[config.mk]
export PLATFORM = sky130hd
export DESIGN_NAME = mult8_rr_scheduler
export DESIGN_NICKNAME = d
export VERILOG_FILES = /design/src/rtl/mult8_rr_scheduler.sv
export SDC_FILE = /design/constraint.sdc
export NUM_CORES = 1
export LEC_CHECK = 0
export BUFFER_PORTS_ARGS = -buffer_cell sky130_fd_sc_hd__buf_4
export CAP_MARGIN = 20
export CORE_ASPECT_RATIO = 1.5
export CORE_MARGIN = 4
export CORE_UTILIZATION = 45
export CTS_CLUSTER_SIZE = 16
export DETAILED_ROUTE_END_ITERATION = 6
export GPL_TIMING_DRIVEN = 0
export PLACE_DENSITY = 0.79
export SYNTH_ARGS = -nofsm -noshare
export SYNTH_HDL_FRONTEND = slang
export SYNTH_SLANG_ARGS = --single-unit
[constraint.sdc]
create_clock -name clk -period 5.5 [get_ports clk]
set_input_delay 1.1 -clock clk [delete_from_list [all_inputs] [get_ports clk]]
set_output_delay 1.1 -clock clk [all_outputs]
set_load 0.03 [all_outputs]
[src/rtl/mult8_rr_scheduler.sv]
// Round-robin scheduler that time-shares one external registered
// 8x8 multiplier among N requesters and returns tagged products in order.
//
// Ports:
//   clk, rst          clock; synchronous active-low reset
//   req/a_in/b_in     per-requester request and packed operands
//   gnt               one-hot combinational grant (request consumed)
//   mul_start/a/b     strobe and operands to the shared multiplier
//   mul_result        product from the multiplier, LAT cycles after start
//   resp_*            result FIFO head with valid/ready handshake
//   busy              work in flight or results still buffered
module mult8_rr_scheduler #(
    parameter int N          = 4,
    parameter int LAT        = 1,
    parameter int FIFO_DEPTH = 4,
    localparam int IDW       = (N > 1) ? $clog2(N) : 1
) (
    input  logic           clk,
    input  logic           rst,
    input  logic [N-1:0]   req,
    input  logic [N*8-1:0] a_in,
    input  logic [N*8-1:0] b_in,
    output logic [N-1:0]   gnt,
    output logic           mul_start,
    output logic [7:0]     mul_a,
    output logic [7:0]     mul_b,
    input  logic [15:0]    mul_result,
    output logic           resp_valid,
    input  logic           resp_ready,
    output logic [15:0]    resp_data,
    output logic [IDW-1:0] resp_id,
    output logic           busy
);

    localparam int AW = $clog2(FIFO_DEPTH);
    localparam int CW = AW + 1;
    localparam logic [CW:0] DEPTH_C = (CW+1)'(FIFO_DEPTH);

    logic [IDW-1:0] ptr;
    logic [IDW-1:0] win;
    logic           found;
    logic           issue_ok;
    logic           grant;

    logic [LAT-1:0] pv;
    logic [IDW-1:0] pid [LAT];

    logic [CW-1:0]  cnt;
    logic [CW-1:0]  inflight;
    logic [CW:0]    used;

    logic [AW-1:0]  wp;
    logic [AW-1:0]  rp;
    logic [15:0]    fd [FIFO_DEPTH];
    logic [IDW-1:0] fi [FIFO_DEPTH];
    logic           push;
    logic           pop;

    always_comb begin
        inflight = '0;
        for (int k = 0; k < LAT; k++) begin
            inflight = inflight + CW'(pv[k]);
        end
    end

    // Credits come from registered state only, so a pop in this
    // cycle frees its slot one cycle later.
    assign used     = {1'b0, cnt} + {1'b0, inflight};
    assign issue_ok = (used < DEPTH_C);

    // First set request at or after the pointer, wrapping.
    always_comb begin
        found = 1'b0;
        win   = '0;
        for (int k = 0; k < N; k++) begin
            if (!found && req[(int'(ptr) + k) % N]) begin
                found = 1'b1;
                win   = IDW'((int'(ptr) + k) % N);
            end
        end
    end

    assign grant     = rst && issue_ok && found;
    assign mul_start = grant;

    always_comb begin
        gnt   = '0;
        mul_a = '0;
        mul_b = '0;
        if (grant) begin
            gnt[win] = 1'b1;
            mul_a    = a_in[8*int'(win) +: 8];
            mul_b    = b_in[8*int'(win) +: 8];
        end
    end

    always_ff @(posedge clk) begin
        if (!rst) begin
            ptr <= '0;
        end else if (grant) begin
            ptr <= (win == IDW'(N-1)) ? '0 : win + 1'b1;
        end
    end

    // ID pipeline mirrors the multiplier latency.
    always_ff @(posedge clk) begin
        if (!rst) begin
            pv <= '0;
            for (int k = 0; k < LAT; k++) begin
                pid[k] <= '0;
            end
        end else begin
            pv[0]  <= grant;
            pid[0] <= win;
            for (int k = 1; k < LAT; k++) begin
                pv[k]  <= pv[k-1];
                pid[k] <= pid[k-1];
            end
        end
    end

    assign push = pv[LAT-1];
    assign pop  = resp_valid && resp_ready;

    // The credit rule guarantees a free slot for every push.
    always_ff @(posedge clk) begin
        if (!rst) begin
            wp  <= '0;
            rp  <= '0;
            cnt <= '0;
            for (int k = 0; k < FIFO_DEPTH; k++) begin
                fd[k] <= '0;
                fi[k] <= '0;
            end
        end else begin
            if (push) begin
                fd[wp] <= mul_result;
                fi[wp] <= pid[LAT-1];
                wp     <= wp + 1'b1;
            end
            if (pop) begin
                rp <= rp + 1'b1;
            end
            cnt <= cnt + CW'(push) - CW'(pop);
        end
    end

    assign resp_valid = (cnt != '0);
    assign resp_data  = fd[rp];
    assign resp_id    = fi[rp];
    assign busy       = (inflight != '0) || (cnt != '0);

endmodule

Word level (Yosys, flattened, before mapping) --
Memories as Yosys holds them, arrays and structs flattened. A register that Yosys moved wholly into a read port is not among the register bits. Index checks and enable logic that the tools add are counted.
Word-level totals: register bits after elaboration 10, memory bits (writable) 74, bits of input ports 87, output and inout bits 41, logic and storage cells 90, memories 3
Memory list:
- fd | depth 4, bits a word 16, read ports 1, clocked after memory_dff 1, wr ports 4, RTL line 54 | logic [15:0] fd [FIFO_DEPTH];
- fi | depth 4, bits a word 2, read ports 1, clocked after memory_dff 1, wr ports 4, RTL line 55 | logic [IDW-1:0] fi [FIFO_DEPTH];
- pid | depth 1, bits a word 2, read ports 1, clocked after memory_dff 0, wr ports 1, RTL line 46 | logic [IDW-1:0] pid [LAT];
Cells by class: $add $sub $neg 9, order comparisons 7, equality and inequality tests 1, shift operators 2, mux-type cells 42, bitwise logic cells 3, reduce and logical (&&, ||, !) cells 18
Operator list (number):
- $shiftx A32 B6 Y8 | 2
- $mux W2 | 13
- $mux W1 | 20
- $mux W16 | 1
- $mux W8 | 2
- $reduce_or A16 Y1 | 1
- $lt A3 B4 Y1 const B | 3
- $reduce_or A2 Y1 | 5
- $add A2 B1 Y2 const B | 4
- $bmux W1 S2 | 4
- $logic_and A1 B1 Y1 | 7
- $lt A2 B3 Y1 const B | 2
- $add A2 B2 Y2 const B | 2
- $add A3 B1 Y4 | 1
- $lt A4 B3 Y1 const B | 1
- $mux W4 | 1
- $add A3 B1 Y3 | 1
- $and A1 B1 Y1 const A | 3
- $logic_not A1 Y1 | 3
- $reduce_bool A3 Y1 | 1
- $sub A3 B1 Y3 | 1
- $demux W1 S2 | 1
- $eq A2 B2 Y1 const B | 1
- $ge A2 B1 Y1 const B | 1
- $logic_or A1 B1 Y1 | 1

Longest topological paths before layout --
word-level depth 19, mapped depth 8, depth with buffers taken out 8

Least setup slack after synthesis --
Ideal clock, no wire load.
path kind input -> output, start input port req[2], end output port mul_a[0], arrival 2.435 ns, data required time 4.400 ns, path slack 1.965 ns, stages 6, buffers on the path 1, cell sequence inv_1 o22ai_1 a211oi_2 nand2_2 buf_6 o22ai_1
Between the ends: longest elaborated chain between the ends 14, elaborated cells between the ends (all ways) 28, those cells by class shift: 1; mux: 20; reduce/logical: 7
Ends and longest elaborated chain:
- start: declaration | RTL line 20 | input logic [N-1:0] req,
- $bmux W1 S2 | RTL line 76 | if (!found && req[(int'(ptr) + k) % N]) begin
- $mux W1 (not written as such) | RTL line 76
- $mux W1 | RTL line 76
- $logic_not A1 Y1 | RTL line 76
- $logic_and A1 B1 Y1 | RTL line 76
- $mux W1 | RTL line 76
- $logic_not A1 Y1 | RTL line 76
- $logic_and A1 B1 Y1 | RTL line 76
- $mux W1 | RTL line 76
- $logic_not A1 Y1 | RTL line 76
- $logic_and A1 B1 Y1 | RTL line 76
- $mux W2 (*) | RTL line 76
- named net win[0] | RTL line 40 | logic [IDW-1:0] win;
- $shiftx A32 B6 Y8 (*) | RTL line 92 | mul_a = a_in[8*int'(win) +: 8];
- $mux W8 (*) | RTL line 90 | if (grant) begin
- end: declaration | RTL line 25 | output logic [7:0] mul_a,
The timed path passes the listed nets; every way through them passes the cells marked *. The select of a mux whose other input is x is not followed.

Worst setup path after layout --
start input port req[2], end output port mul_b[1]
Between the ends: longest elaborated chain between the ends 14, elaborated cells between the ends (all ways) 28, those cells by class shift: 1; mux: 20; reduce/logical: 7
Ends and longest elaborated chain:
- $bmux W1 S2 | RTL line 76
- $mux W1 (not written as such) | RTL line 76
- $mux W1 | RTL line 76
- $logic_not A1 Y1 | RTL line 76
- $logic_and A1 B1 Y1 | RTL line 76
- $mux W1 | RTL line 76
- $logic_not A1 Y1 | RTL line 76
- $logic_and A1 B1 Y1 | RTL line 76
- $mux W1 | RTL line 76
- $logic_not A1 Y1 | RTL line 76
- $logic_and A1 B1 Y1 | RTL line 76
- $mux W2 (*) | RTL line 76
- named net win[0] | RTL line 40
- $shiftx A32 B6 Y8 (*) | RTL line 93 | mul_b = b_in[8*int'(win) +: 8];
- $mux W8 (*) | RTL line 90
- end: declaration | RTL line 26 | output logic [7:0] mul_b,
Marked as above.

==> results by group <==
Outcome
  – Status: complete, no violations

GRT
  – Vias in the first global route: 3392
  – Initial antenna violation count: 0
  – Grt total ovfl: 0
  – Largest net degree at the start of global routing: 19
  – Gr busiest metal: met2
  – Global Route met3 Usage: 4.50%
  – GRT met1 Usage: 18.4%
  – GRT Total Usage: 19.6%
  – First-pass GRT wire length: 16300 um
  – M2 GR Usage: 37.9%

Die
  – DIE AREA: 0.0113 mm^2
  – Core Area: 0.00931 mm^2
  – Initial Util: 46.4%
  – Die X: 88.0 um
  – Die Span Y: 128 um
  – I/O pin total: 128
  – Site Rows: 43

Yosys
  – Synth Warn #: 0
  – Largest family of logic cells by synthesized area: multiplexers
  – Asr flop ratio synth: 0%
  – Syn nets: 430
  – Top cell type's share of synthesized area: 50.1%
  – Count of unique library cells instantiated by Yosys: 36
  – Mux contribution to synthesized area: 17.0%
  – Count leader, synth: edfxtp_1
  – Top FF cell, synth: edfxtp_1
  – Compound-Gate Fraction of Synth Area: 4.46%
  – Adder-Cell Fraction of Synth Area: 2.49%
  – Xor-xnor portion of the synthesized cell area: 0.811%
  – Post-Synthesis Cell Area: 0.00432 mm^2
  – Number of synthesized register bits: 86
  – Syn avg cell area: 12.9 um^2
  – Most instantiated cells after synthesis: edfxtp_1 (72), nor2_1 (37), and2_1 (34)
  – Synth area leader: edfxtp_1
  – Synth top area cells: edfxtp_1 (50%), mux4_2 (9.4%), mux2i_1 (7.6%)
  – Post-synth EDFFs: 72
  – Post-synthesis sequential area ratio: 56.5%
  – Simple-gate area share of the yosys netlist: 13.1%
  – Syn Inst Count: 335

Pwr
  – Peak supply drop: 254 uV
  – PD cells: 408 mW/mm^2
  – Total power: 0.00234 W
  – Leakage: 2.50 nW

STA
  – RSZ-0062 raised after global routing: false
  – Hold Worst Slack: 526 ps
  – Fmax: 254 MHz
  – Final Hold Fails: 0
  – Least-Margin Pin Slew: 1010 ps
  – Final setup TNS: 0 ps
  – Count of final setup violators: 0
  – Final min period: 3940 ps
  – Worst Clk Skew: 6.38 ps
  – Normalized max-slew margin: 32.6%
  – Final Max Tran Viols: 0
  – Final Cycle Share: 71.7%

Layout
  – P&R area growth vs syn: 33.0%
  – Layout Utilization: 61.7%
  – Share of cells above drive strength 1: 37.3%
  – Ant. Diodes: 0
  – Post-route insts no fill: 592
  – Fin nets: 570
  – Fillers: 739

Worst setup path
  – WP data required: 4400 ps
  – R2r setup slk: 2980 ps
  – Critical Path End Type: output pin
  – Slowest stage delay, CP: 470 ps
  – Worst setup path class: in -> out
  – Worst path slowest cell: a211oi_2
  – Critical Path Source Type: input port
  – Arr. time, crit path: 2840 ps
  – CP cell instances: buf_4 -> inv_1 -> o22ai_1 -> a211oi_2 -> nand2_2 -> buf_6 -> o22ai_1 -> buf_4
  – Worst-path maximum fanout: 10

Route
  – DRT antenna net count: 0
  – WL/cell: 17.7 um
  – Pre-antenna DRT Iters: 4
  – Via/cell ratio: 5.22
  – DRC viols: 0
  – DRT iter0 DRCs: 124
  – Total number of vias: 3089
  – Final WL: 10500 um

Clock network
  – CTS resizes: 0
  – Hold-fix buffers, CTS: 0
  – Post CTS Setup Buffer Count: 0
  – Clk buf depth: 2
  – Clk_lat worst skew: 330 ps
  – Depth of the CTS H-tree: 3
  – Clk slew on worst S/H paths: 60 ps
  – # clock sinks: 86
  – Clock root buffer: clkbuf_16
  – CTS tree: done
  – CTS Buf Count: 9

Placed design
  – Detailed placement HPWL: 8190 um
  – Number of port buffers: 127
  – Gpl congestion: 0.863
  – Post-Place Cells: 576

Job
  – MaxCap Viol Count: 0

Hold path
  – Hold crit path type: reg -> reg
==> layout by cell type (no fill, tap or decap), drive strengths merged, types with 2 or more instances in the layout <==
cell type | synthesis | layout
dfxtp | 14 | 14
mux4 | 18 | 18
nand2b | 8 | 8
o22ai | 17 | 17
buf | 14 | 143
xnor2 | 2 | 2
nand2 | 23 | 23
nand3 | 2 | 2
mux2i | 33 | 33
o311a | 2 | 2
inv | 26 | 26
clkbuf | 6 | 22
nor2b | 2 | 2
ha | 7 | 7
edfxtp | 72 | 72
and2 | 34 | 34
nor2 | 38 | 38
o21ai | 3 | 3
xor2 | 2 | 2
a21oi | 3 | 3
==> worst max-delay path, delay by kind of cell <==
family                 cells  cell delay, ps
buffers and inverters      4             630
AO/OA/AOI/OAI              3             860
AND/OR/NAND/NOR            1             240
==> final cells by class <==
cell class | count | area [um^2] | area share (%)
Tap cell | 112 | 140 | 2.44
Sequential cell | 86 | 2440 | 42.5
Multi-Input combinational cell | 203 | 1640 | 28.6
Buffer | 20 | 144 | 2.50
Clock buffer | 16 | 283 | 4.92
Timing Repair Buffer | 129 | 996 | 17.3
Inverter | 26 | 97.6 | 1.70
==> metrics by stage <==
| step | setup WS, ps | cell area (um^2) |
|---|---|---|
| after floorplan | 1960 | 4320 |
| after global placement | 1600 | 5410 |
| after detailed placement | 1560 | 5460 |
| after CTS | 1550 | 5750 |
| after global routing | 1490 | 5750 |
| final | 1560 | 5750 |
==> path summary, 6_finish.rpt <==
check             end    from  cells past startpoint
min reg2reg    ptr[0]  ptr[0]                      2
max          mul_b[1]  req[2]                      8
max reg2reg  fd[0][5]    push                      4
min            ptr[0]  ptr[0]                      2
==> registers in the layout (all words and copies together) (netlist names), named ones only <==
register,flops
cnt,3
fd,64
fi,8
pid,2
ptr,2
push,1
rp,2
wp,2
==> cell families (layout without fill, tap and decap cells) <==
kind of cell | after synthesis | in the layout
AOI/OAI and AO/OA | 29 | 29
xor gates and xnor gates | 4 | 4
adders and majority gates | 8 | 8
buffers and inverters | 46 | 191
DFF | 86 | 86
muxes | 51 | 51
and+or+nand+nor | 111 | 111
==> power breakdown <==
part	internal, W	switching [W]	leakage [nW]	total [W]
clock network	0.000347	0.000226	0.136	0.000573
logic	0.000404	0.000520	1.50	0.000924
registers	0.000802	0.0000452	0.864	0.000847
==> layer usage <==
layer	vias to the layer above	wire length, um	share of wire, %
li1	1484	-	-
met1	1448	3450	33
met2	137	5870	56
met3	20	765	7.3
met4	0	371	3.5
met5	-	0	0
Power figures use the tool's default switching activity.
